[src/rtl/md_unit.sv]
// Iterative RV32M multiply/divide unit: one CALC iteration per cycle for 32 cycles,
// fixed 33-cycle latency for every op, result and destination index aimed at the register file.
module md_unit (
    input  logic        CLK,
    input  logic        RST_N,
    input  logic        START,
    input  logic [2:0]  FUNCT3,
    input  logic [31:0] SRC_A,
    input  logic [31:0] SRC_B,
    input  logic [4:0]  RD_IN,
    output logic        BUSY,
    output logic        DONE,
    output logic [31:0] RESULT,
    output logic [4:0]  RD_OUT,
    output logic        WE
);

    typedef enum logic [1:0] {
        IDLE = 2'd0,
        CALC = 2'd1,
        FIN  = 2'd2
    } state_t;

    localparam logic [2:0] OP_MUL    = 3'b000;
    localparam logic [2:0] OP_MULH   = 3'b001;
    localparam logic [2:0] OP_MULHSU = 3'b010;
    localparam logic [2:0] OP_MULHU  = 3'b011;
    localparam logic [2:0] OP_DIV    = 3'b100;
    localparam logic [2:0] OP_DIVU   = 3'b101;
    localparam logic [2:0] OP_REM    = 3'b110;
    localparam logic [2:0] OP_REMU   = 3'b111;

    state_t      state_q, state_d;
    logic [4:0]  cnt_q, cnt_d;
    logic [2:0]  op_q, op_d;
    logic [31:0] a_q, a_d;
    logic        b_zero_q, b_zero_d;
    logic        neg_q, neg_d;
    logic        rneg_q, rneg_d;
    logic [31:0] hi_q, hi_d;
    logic [31:0] lo_q, lo_d;
    logic [31:0] mag_b_q, mag_b_d;
    logic [4:0]  rd_q, rd_d;
    logic [31:0] result_q, result_d;
    logic [4:0]  rd_out_q, rd_out_d;

    // Operand decode at capture time: sign handling is done once on magnitudes.
    logic        in_a_signed, in_b_signed, in_a_neg, in_b_neg;
    logic [31:0] in_mag_a, in_mag_b;

    always_comb begin
        in_a_signed = (FUNCT3 == OP_MULH) || (FUNCT3 == OP_MULHSU) ||
                      (FUNCT3 == OP_DIV)  || (FUNCT3 == OP_REM);
        in_b_signed = (FUNCT3 == OP_MULH) || (FUNCT3 == OP_DIV) || (FUNCT3 == OP_REM);
        in_a_neg    = in_a_signed && SRC_A[31];
        in_b_neg    = in_b_signed && SRC_B[31];
        // 0x80000000 negates to itself, which read as unsigned is the correct 2^31 magnitude.
        in_mag_a    = in_a_neg ? (32'd0 - SRC_A) : SRC_A;
        in_mag_b    = in_b_neg ? (32'd0 - SRC_B) : SRC_B;
    end

    // One iteration: hi/lo hold the partial product or remainder/quotient pair.
    logic [32:0] mul_sum;
    logic [32:0] div_shift;
    logic        div_ok;
    logic [31:0] div_diff;
    logic [31:0] step_hi, step_lo;

    always_comb begin
        mul_sum   = {1'b0, hi_q} + (lo_q[0] ? {1'b0, mag_b_q} : 33'd0);
        div_shift = {hi_q, lo_q[31]};
        div_ok    = (div_shift >= {1'b0, mag_b_q});
        // The true difference is below the divisor, so 32 bits hold it exactly.
        div_diff  = div_shift[31:0] - mag_b_q;
        if (op_q[2]) begin
            step_hi = div_ok ? div_diff : div_shift[31:0];
            step_lo = {lo_q[30:0], div_ok};
        end else begin
            step_hi = mul_sum[32:1];
            step_lo = {mul_sum[0], lo_q[31:1]};
        end
    end

    // Final result formed from the last iteration's outputs.
    logic [63:0] prod_s;
    logic [31:0] quot_s, rem_s, final_res;

    always_comb begin
        prod_s    = neg_q  ? (64'd0 - {step_hi, step_lo}) : {step_hi, step_lo};
        quot_s    = neg_q  ? (32'd0 - step_lo) : step_lo;
        rem_s     = rneg_q ? (32'd0 - step_hi) : step_hi;
        final_res = 32'd0;
        case (op_q)
            OP_MUL:                      final_res = prod_s[31:0];
            OP_MULH, OP_MULHSU, OP_MULHU: final_res = prod_s[63:32];
            OP_DIV, OP_DIVU:             final_res = b_zero_q ? 32'hFFFF_FFFF : quot_s;
            OP_REM, OP_REMU:             final_res = b_zero_q ? a_q : rem_s;
            default:                     final_res = 32'd0;
        endcase
    end

    always_comb begin
        state_d  = state_q;
        cnt_d    = cnt_q;
        op_d     = op_q;
        a_d      = a_q;
        b_zero_d = b_zero_q;
        neg_d    = neg_q;
        rneg_d   = rneg_q;
        hi_d     = hi_q;
        lo_d     = lo_q;
        mag_b_d  = mag_b_q;
        rd_d     = rd_q;
        result_d = result_q;
        rd_out_d = rd_out_q;
        case (state_q)
            IDLE: begin
                if (START) begin
                    state_d  = CALC;
                    cnt_d    = 5'd0;
                    op_d     = FUNCT3;
                    a_d      = SRC_A;
                    b_zero_d = (SRC_B == 32'd0);
                    neg_d    = in_a_neg ^ in_b_neg;
                    rneg_d   = in_a_neg;
                    hi_d     = 32'd0;
                    lo_d     = in_mag_a;
                    mag_b_d  = in_mag_b;
                    rd_d     = RD_IN;
                end
            end
            CALC: begin
                hi_d  = step_hi;
                lo_d  = step_lo;
                cnt_d = cnt_q + 5'd1;
                if (cnt_q == 5'd31) begin
                    state_d  = FIN;
                    result_d = final_res;
                    rd_out_d = rd_q;
                end
            end
            FIN: begin
                state_d = IDLE;
            end
            default: begin
                state_d = IDLE;
            end
        endcase
    end

    always_ff @(posedge CLK) begin
        if (!RST_N) begin
            state_q  <= IDLE;
            cnt_q    <= 5'd0;
            op_q     <= 3'd0;
            a_q      <= 32'd0;
            b_zero_q <= 1'b0;
            neg_q    <= 1'b0;
            rneg_q   <= 1'b0;
            hi_q     <= 32'd0;
            lo_q     <= 32'd0;
            mag_b_q  <= 32'd0;
            rd_q     <= 5'd0;
            result_q <= 32'd0;
            rd_out_q <= 5'd0;
        end else begin
            state_q  <= state_d;
            cnt_q    <= cnt_d;
            op_q     <= op_d;
            a_q      <= a_d;
            b_zero_q <= b_zero_d;
            neg_q    <= neg_d;
            rneg_q   <= rneg_d;
            hi_q     <= hi_d;
            lo_q     <= lo_d;
            mag_b_q  <= mag_b_d;
            rd_q     <= rd_d;
            result_q <= result_d;
            rd_out_q <= rd_out_d;
        end
    end

    assign BUSY   = (state_q != IDLE);
    assign DONE   = (state_q == FIN);
    assign RESULT = result_q;
    assign RD_OUT = rd_out_q;
    assign WE     = DONE && (rd_out_q != 5'd0);

endmodule

[config.mk]
export PLATFORM = sky130hd
export DESIGN_NAME = md_unit
export DESIGN_NICKNAME = d
export VERILOG_FILES = /design/src/rtl/md_unit.sv
export SDC_FILE = /design/constraint.sdc
export NUM_CORES = 1
export LEC_CHECK = 0
export CORE_ASPECT_RATIO = 0.9
export CORE_MARGIN = 1
export CORE_UTILIZATION = 55
export CTS_CLUSTER_DIAMETER = 120
export CTS_CLUSTER_SIZE = 24
export DETAILED_ROUTE_END_ITERATION = 10
export PLACE_DENSITY = 0.74
export SYNTH_ARGS = -nofsm -noshare
export SYNTH_HDL_FRONTEND = slang
export SYNTH_SLANG_ARGS = --single-unit
[constraint.sdc]
create_clock -name CLK -period 5 [get_ports CLK]
set_input_delay 1 -clock CLK [delete_from_list [all_inputs] [get_ports CLK]]
set_output_delay 1 -clock CLK [all_outputs]
set_load 0.005 [all_outputs]
=== After elaboration in Yosys (flattened, before gate mapping) ===
Index checks and enable logic that the tools add are counted.

* Register bits after elaboration: 183
* Output and inout port bits: 40

* Add/subtract/negate cells: 8
* $lt $le $gt $ge: 1
* Equal/unequal tests: 16
* Mux-type cells: 21
* Bitwise logic cells: 1
* Reductions and logical operators: 21

{| class="wikitable"
|+ Operators by type and width
! kind !! count
|-
| $mux W32 || 12
|-
| $pmux W32 S2 || 2
|-
| $pmux W32 S4 || 1
|-
| $sub A1 B32 Y32 const A || 4
|-
| $mux W64 || 1
|-
| $sub A1 B64 Y64 const A || 1
|-
| $add A32 B32 Y33 || 1
|-
| $ge A33 B32 Y1 || 1
|-
| $logic_not A32 Y1 || 1
|-
| $sub A32 B32 Y32 || 1
|-
| $eq A3 B3 Y1 const B || 6
|-
| $pmux W5 S2 || 1
|-
| $eq A3 B2 Y1 const B || 3
|-
| $reduce_and A2 Y1 || 4
|-
| $eq A3 B1 Y1 const B || 2
|-
| $add A5 B1 Y5 const B || 1
|-
| $eq A5 B5 Y1 const B || 1
|-
| $logic_or A1 B1 Y1 || 5
|-
| $mux W5 || 1
|-
| $reduce_bool A5 Y1 || 1
|-
| $mux W2 || 2
|-
| $ne A2 B2 Y1 const B || 2
|-
| $pmux W2 S2 || 1
|-
| $reduce_bool A2 Y1 || 2
|-
| other kinds (8) || 11
|}

=== Longest topological paths before layout ===
Gate-level depths: netlist of the first run.

* Word-level depth: 8
* Mapped depth: 25

=== Worst setup path after synthesis of the first run ===
No wires, ideal clock.

* Path type: register to register
* From: register op_q[2]
* To: register result_q[30], in the netlist RESULT[30]
* Setup time: 122 ps
* Arrival time: 4695 ps
* Required time: 4878 ps
* Slack: 183 ps
* Stages on the path, launching flop included: 21
* Path buffers: 6
* Period minus slack after synthesis: 4817 ps
* Path through: dfxtp_1 -> clkbuf_1 -> buf_2 -> buf_2 -> buf_2 -> buf_2 -> buf_1 -> mux2_2 -> inv_1 -> ha_1 -> o21ai_0 -> nor4_1 -> nand3_1 -> nor3_1 -> nand2_1 -> nor2b_1 -> nand2_1 -> o41ai_1 -> xor2_1 -> a21oi_1 -> a21oi_1

* Word-level cells in the longest chain between the ends: 5
* Elaborated cells on any way between the ends: 22
* Classes of those cells: add/sub (3); eq/ne (7); mux (8); reduce/logical (4)

{| class="wikitable"
|+ RTL lines
! what !! line !! source
|-
| from (decl) || 35 || <nowiki>logic [2:0] op_q, op_d;</nowiki>
|-
| from (signal assigned) || 169 || <nowiki>op_q <= op_d;</nowiki>
|-
| $mux W32 || 75 || <nowiki>if (op_q[2]) begin</nowiki>
|-
| $sub A1 B32 Y32 (on tied branches) || 91, 90 ||
|-
| $mux W32 (on tied branches) || 91, 90 ||
|-
| $mux W32 (on tied branches) || 97, 96 ||
|-
| $pmux W32 S4 (*) || 93 || <nowiki>case (op_q)</nowiki>
|-
| to (signal assigned) || 178 || <nowiki>result_q <= result_d;</nowiki>
|-
| to (decl) || 44 || <nowiki>logic [31:0] result_q, result_d;</nowiki>
|}

Every way passes the cells marked *; elsewhere a longest branch is shown, timed or not.
A chain may end at the register's enable or synchronous reset.

=== Worst setup path in the final report of the first run ===
* From: register lo_q[0]
* To: register result_q[25], in the netlist RESULT[25]

* Word-level cells in the longest chain between the ends: 7
* Elaborated cells on any way between the ends: 13
* Classes of those cells: add/sub (4); mux (9)

{| class="wikitable"
|+ RTL lines
! what !! line !! source
|-
| from (decl) || 41 || <nowiki>logic [31:0] lo_q, lo_d;</nowiki>
|-
| from (signal assigned) || 175 || <nowiki>lo_q <= lo_d;</nowiki>
|-
| $mux W32 || 70 || <nowiki>mul_sum = {1'b0, hi_q} + (lo_q[0] ? {1'b0, mag_b_q} : 33'd0);</nowiki>
|-
| $add A32 B32 Y33 || 70 ||
|-
| $mux W32 || 75 ||
|-
| $sub A1 B32 Y32 || 91 || <nowiki>rem_s = rneg_q ? (32'd0 - step_hi) : step_hi;</nowiki>
|-
| $mux W32 || 91 ||
|-
| $mux W32 || 97 || <nowiki>OP_REM, OP_REMU: final_res = b_zero_q ? a_q : rem_s;</nowiki>
|-
| $pmux W32 S4 (*) || 93 ||
|}

Marked as above.

==> results of run 1 <==
per-stage QoR:
step                TNS [ps]   util  std cells  setup WS (ps)
floorplan                  0      -       2404            183
global placement        -222  0.638       2920           -196
detailed placement      -128  0.638       2920           -128
CTS                        0  0.658       2952           48.3
global route            -102  0.663       2957           -102
finish                 -3.07  0.663       2957          -3.07
worst reg2reg max path, stage by stage, from the launching register on:
cell	delay (ps)
dfxtp_2	400
and2_1	180
ha_1	220
fa_1	410
a21o_1	210
a221o_1	420
a21oi_2	200
buf_4	200
o21ai_0	150
a21oi_2	230
xor2_2	320
a32oi_2	260
nand4b_1	280
or4_4	560
o41ai_4	440
xor2_1	220
a21oi_1	90
a21oi_1	150
cell type report:
cell class              instances  area share
clock buffers                  18      0.0215
clock inverters                14     0.00783
inverters                      72      0.0137
multi-input cells            1982       0.624
flip-flops and latches        183       0.184
well taps                     403      0.0253
repair buffers                285       0.124
state kept, by name, indices dropped and copies added (netlist names):
signal	flops
rd_q	5
a_q	32
RD_OUT	5
rneg_q	1
lo_q	32
hi_q	32
op_q	3
RESULT	32
b_zero_q	1
neg_q	1
state_q	2
cnt_q	5
mag_b_q	32
cell usage in the layout (no fill, tap or decap), types with 37 or more instances in the layout:
| cell type | n |
|---|---|
| xnor2_1 | 89 |
| dfxtp_1 | 180 |
| nand4_1 | 38 |
| a31oi_1 | 54 |
| nor3_1 | 42 |
| nand2_1 | 312 |
| ha_1 | 70 |
| a221oi_1 | 39 |
| mux2i_1 | 44 |
| a21oi_1 | 231 |
| inv_1 | 70 |
| nor2_1 | 238 |
| clkdlybuf4s50_1 | 114 |
| o21ai_0 | 164 |
| xor2_1 | 82 |
| a211oi_1 | 37 |
| buf_4 | 167 |
| nand3_1 | 66 |
| and2_1 | 53 |
what timing repair did:
item / 4_1_cts / 5_1_grt
gates resized for setup: 3 / 21
pin swaps: 0 / 5
setup endpoints to repair: 2 / 16
buffers inserted: 0 / 5
hold buffers: 0 / 0
cell families after synthesis:
group,synth area share
fa+ha+maj,0.0541
xor+xnor,0.0889
flops,0.216
compound gates,0.302
simple gates,0.250
buf+inv,0.0565
mux,0.0320
routing by layer:
layer  part of all wire  routed length (µm)
met2               0.41               28800
met1               0.42               29100
met4              0.033                2270
met5            0.00033                  23
met3               0.14                9410
synth_stat cells, drive strengths merged, types with 9 or more instances:
cell type,n,area [µm²]
a211oi,38,298
a21boi,9,67.6
a21o,26,196
a21oi,238,1190
a221oi,39,342
a311oi,11,103
a31oi,57,402
and2,55,344
and3,14,92.6
buf,51,250
clkbuf,116,437
dfxtp,183,3660
ha,70,876
inv,71,267
mux2,9,101
mux2i,44,440
nand2,315,1180
nand2b,15,96.3
nand3,69,355
nand4,38,238
nor2,239,897
nor3,46,240
nor4,18,125
o211ai,32,240
o21a,21,158
o21ai,172,861
o221ai,17,149
o22ai,12,75.1
o311ai,9,78.8
o31ai,28,210
o41ai,12,128
or2,9,56.3
or3,38,248
or4,11,86.3
xnor2,89,780
xor2,83,727
how the worst max path moves through the flow:
stage,to,slack (ps),depth (start not counted)
detailed placement,RESULT[25],-130,17
finish,RESULT[25],-3,17
CTS,RESULT[25],50,17
global route,RESULT[25],-100,17
floorplan,RESULT[30],180,20
global placement,RESULT[25],-200,17
where the power goes:
| group | internal, µW | switching, µW | total (µW) |
|---|---|---|---|
| Combinational | 707 | 1200 | 1910 |
| Clock | 673 | 749 | 1420 |
| Sequential | 1530 | 85.1 | 1620 |
| Total | 2910 | 2040 | 4950 |
==> impl_metrics.ini, run 1 <==
[outcome]
status = complete, but fails checks
failed_checks = setup timing

[global_routing]
grt_use_met3 = 0.121
use_met1 = 0.601
grt_pass1_wl_um = 106000
grt_max_degree = 71
met2_usage = 0.644
track_usage = 0.433
grt_overflow = 0
grt_antenna_before_repair = 2
globalRoute.busiestLayer = met2
grt_pass1_vias = 18487

[worst_hold_path]
hold_depth = 2
hold_path_startpoint = rd_q[3]
hp-class = register to register
min_to = RD_OUT[3]

[setup_path]
path_cells = and2_1, ha_1, fa_1, a21o_1, a221o_1, a21oi_2, buf_4, o21ai_0, a21oi_2, xor2_2, a32oi_2, nand4b_1, or4_4, o41ai_4, xor2_1, a21oi_1, a21oi_1
r2r-start = lo_q[0]
cp_slowest_cell = or4_4
rrSetupSlack_ps = -3
worstReg2RegEnd = RESULT[25]
endpoint_kind = register
worst-path-buf-inv = 1
arrival_ps = 5380
critPathKind = register to register
critical_path.max_stage_delay_ps = 560
crit_fanout = 10
startpoint_type = register
worstPathRequired_ps = 5380
cpLargestDelayFamily = compound AO/OA/AOI/OAI gates
crit_path_start = lo_q[0]
r2r_cells = 17

[timing]
max_slew_margin = 0.310
max_slew.worst_pin.slew_ps = 1030
fin_ws_ps = -3.07
rsz0062_at_grt = true
hold_violations = 0
clock_skew_ps = 17.1
whs_ps = 454
slew_viol_final = 0
period_minus_slack_ps = 5000
fmax_mhz = 200
setup_violations = 1
fin_crit_sh = 1.00

[synth]
synth_async_sr_flop_share = 0
netlist_instances = 2404
synth-seq-area-share = 0.216
netlist_area_um2 = 16900
synth_edf_count = 0
ys.flop_type = dfxtp_1
ys_warn_count = 0
syn_nets = 2551
synth_seq_cells = 183
synth.avg_cell_area_um2 = 7.05
synth_cell_types = 99

[layout]
multi_input_area_um2 = 12500
area_delta_synth_final_pct = 17.9
nNetsFinal = 2688
fillers = 2685
register_area_um2 = 3670
fin_area_um2 = 20000
diodes = 0
final_layout_size_suffix_gt1_frac = 0.110

[clock_network]
clkTransAtPathRegs_ps = 90
cts.sinks = 183
root_buffer = clkbuf_16
cts_htree_levels = 4
clkLatencyLatePin_ps = 460
clockBufferDepth = 2
cts_tree = done
cts-buffers-inserted = 17

[placement]
port_buffers = 114
hpwl_um = 53500
dpl_cell_area_um2 = 19200
gp_congestion = 1.08

[floorplan]
start_util = 0.563
rows = 60
core-area_um2 = 30100
dieWidth_um = 187
die_y_um = 168
io_pins = 115
die_area_um2 = 31500

[route]
via_per_inst = 6.79
wl_per_cell_um = 23.5
drt-total-wl_um = 69600
drt_iter0_markers = 2815
vias = 20091
ant_nets = 0
drt_pass1_iterations = 7
drc = 0

[power]
p_per_area_nw_per_um2 = 248
ir_drop_v = 0.000284
p_total_uw = 4950
p_leak_uw = 0.00771

[job]
drv_cap = 0
(Power assumes the default switching activity.)
==> run 2, diff against run 1 <==
- MAX_ROUTING_LAYER: not set -> met4
==> impl_metrics.ini, run 2 (synthesized netlist as in run 1, its figures left out) <==
[route]
vias = 20265
via_per_inst = 6.78
wl_per_cell_um = 23.0
drc = 0
ant_nets = 0
drt_iter0_markers = 2939
drt_pass1_iterations = 7
drt-total-wl_um = 68800

[timing]
slew_viol_final = 0
whs_ps = 458
fmax_mhz = 204
max_slew_margin = 0.139
tns_ps = 0
hold_violations = 0
rsz0062_at_grt = false
fin_crit_sh = 0.979
max_slew.worst_pin.slew_ps = 1290
period_minus_slack_ps = 4890
clock_skew_ps = 21.9
setup_violations = 0

[global_routing]
grt_pass1_wl_um = 106000
grt_overflow = 0
track_usage = 0.441
grt_pass1_vias = 18392
grt_antenna_before_repair = 2
grt_max_degree = 155

[placement]
hpwl_um = 52300
gp_congestion = 1.07
port_buffers = 114

[power]
p_per_area_nw_per_um2 = 251
ir_drop_v = 0.000256
p_leak_uw = 0.00785

[clock_network]
clkTransAtPathRegs_ps = 80
clockBufferDepth = 2
cts-buffers-inserted = 17
root_buffer = clkbuf_16
cts_htree_levels = 4
clkLatencyLatePin_ps = 470
cts_tree = done
cts.sinks = 183

[setup_path]
endpoint_kind = register
r2r_cells = 14
critPathKind = register to register
path_cells = ha_1, nand3_2, o21bai_4, a211oi_1, o21ba_2, o21ai_0, a2111o_1, and3_1, nor4b_2, nand4_1, o211a_1, o21ai_1, o211ai_1, a22o_1
crit_fanout = 7
startpoint_type = register
critical_path.max_stage_delay_ps = 840
worstPathRequired_ps = 5350
arrival_ps = 5250
cp_slowest_cell = a211oi_1

[layout]
layout_commonest_cell = nand2_1
layout_common_cells = nand2_1 (313), nor2_1 (238), a21oi_1 (235)
final_layout_size_suffix_gt1_frac = 0.120
nNetsFinal = 2720
area_delta_synth_final_pct = 19.2

[job]
drv_cap = 0

[worst_hold_path]
hp-class = register to register
hold_depth = 2

[floorplan]
core-area_um2 = 30100
io_pins = 115
dieWidth_um = 187
rows = 60
die_y_um = 168
start_util = 0.563
die_area_um2 = 31500

[outcome]
status = finished, final reports clean
## run 2: cell types whose count changed in the layout (fill, tap and decap cells not counted), moves of 2 or more
cell and change:
a21oi_1 +4, a21oi_2 -3, buf_12 +2, buf_4 +30, diode_2 +2, ha_1 -5, ha_2 +5, inv_12 +2
inv_6 -3, o21ai_0 -3, o21ai_1 +3, o41ai_2 +2
## run 2: worst max-delay path: cells and delay by family (launching register included)
kind	cells	cell delay, ps
flops	1	430
fa+ha+maj	1	450
simple gates	4	1140
compound gates	9	2770
## run 2: routing by layer
| layer | up-vias | wire (µm) | track usage |
|---|---|---|---|
| met3 | 221 | 8940 | 0.0983 |
| met4 | 0 | 2640 | 0.151 |
| li1 | 9082 | - | - |
| met1 | 9494 | 28900 | 0.603 |
| met2 | 1468 | 28300 | 0.637 |
| met5 | - | 0 | - |
## run 2: through the flow
stage | std cells | setup WS, ps | area, µm² | utilization | power [µW]
finish | 2991 | 106 | 20200 | 0.670 | 5070
global route | 2990 | 1.80 | 20200 | 0.670 | 5240
CTS | 2983 | 81.7 | 20100 | 0.667 | 4970
detailed placement | 2951 | 141 | 19500 | 0.647 | 3540
global placement | 2951 | 203 | 19500 | 0.647 | 3510
floorplan | 2404 | 183 | 16900 | - | 2780
## run 2: worst paths after layout
path / slack (ps) / end / start
min reg2reg: 460 / RD_OUT[4] / rd_q[4]
min: 460 / RD_OUT[4] / rd_q[4]
max: 110 / RESULT[28] / hi_q[1]
max reg2reg: 110 / RESULT[28] / hi_q[1]
## run 2: power breakdown
part	internal [µW]	leakage [µW]	total [µW]	switching [µW]
Clock	688	0.000296	1470	779
Combinational	770	0.00606	1990	1220
Sequential	1530	0.00150	1610	81.6
## run 2: area by class of cell
class / count / area (µm²)
flip-flops and latches: 183 / 3670
well taps: 403 / 504
fillers: 2703 / 9920
diodes: 2 / 5.00
clock buffers: 17 / 425
repair buffers: 317 / 2730
clock inverters: 15 / 190
inverters: 72 / 273
multi-input cells: 1982 / 12400
## run 2: what timing repair did
action | CTS | global route
resized for setup | 0 | 17
setup endpoints to repair | 0 | 18
hold buffers | 0 | 0
setup buffers | 0 | 6
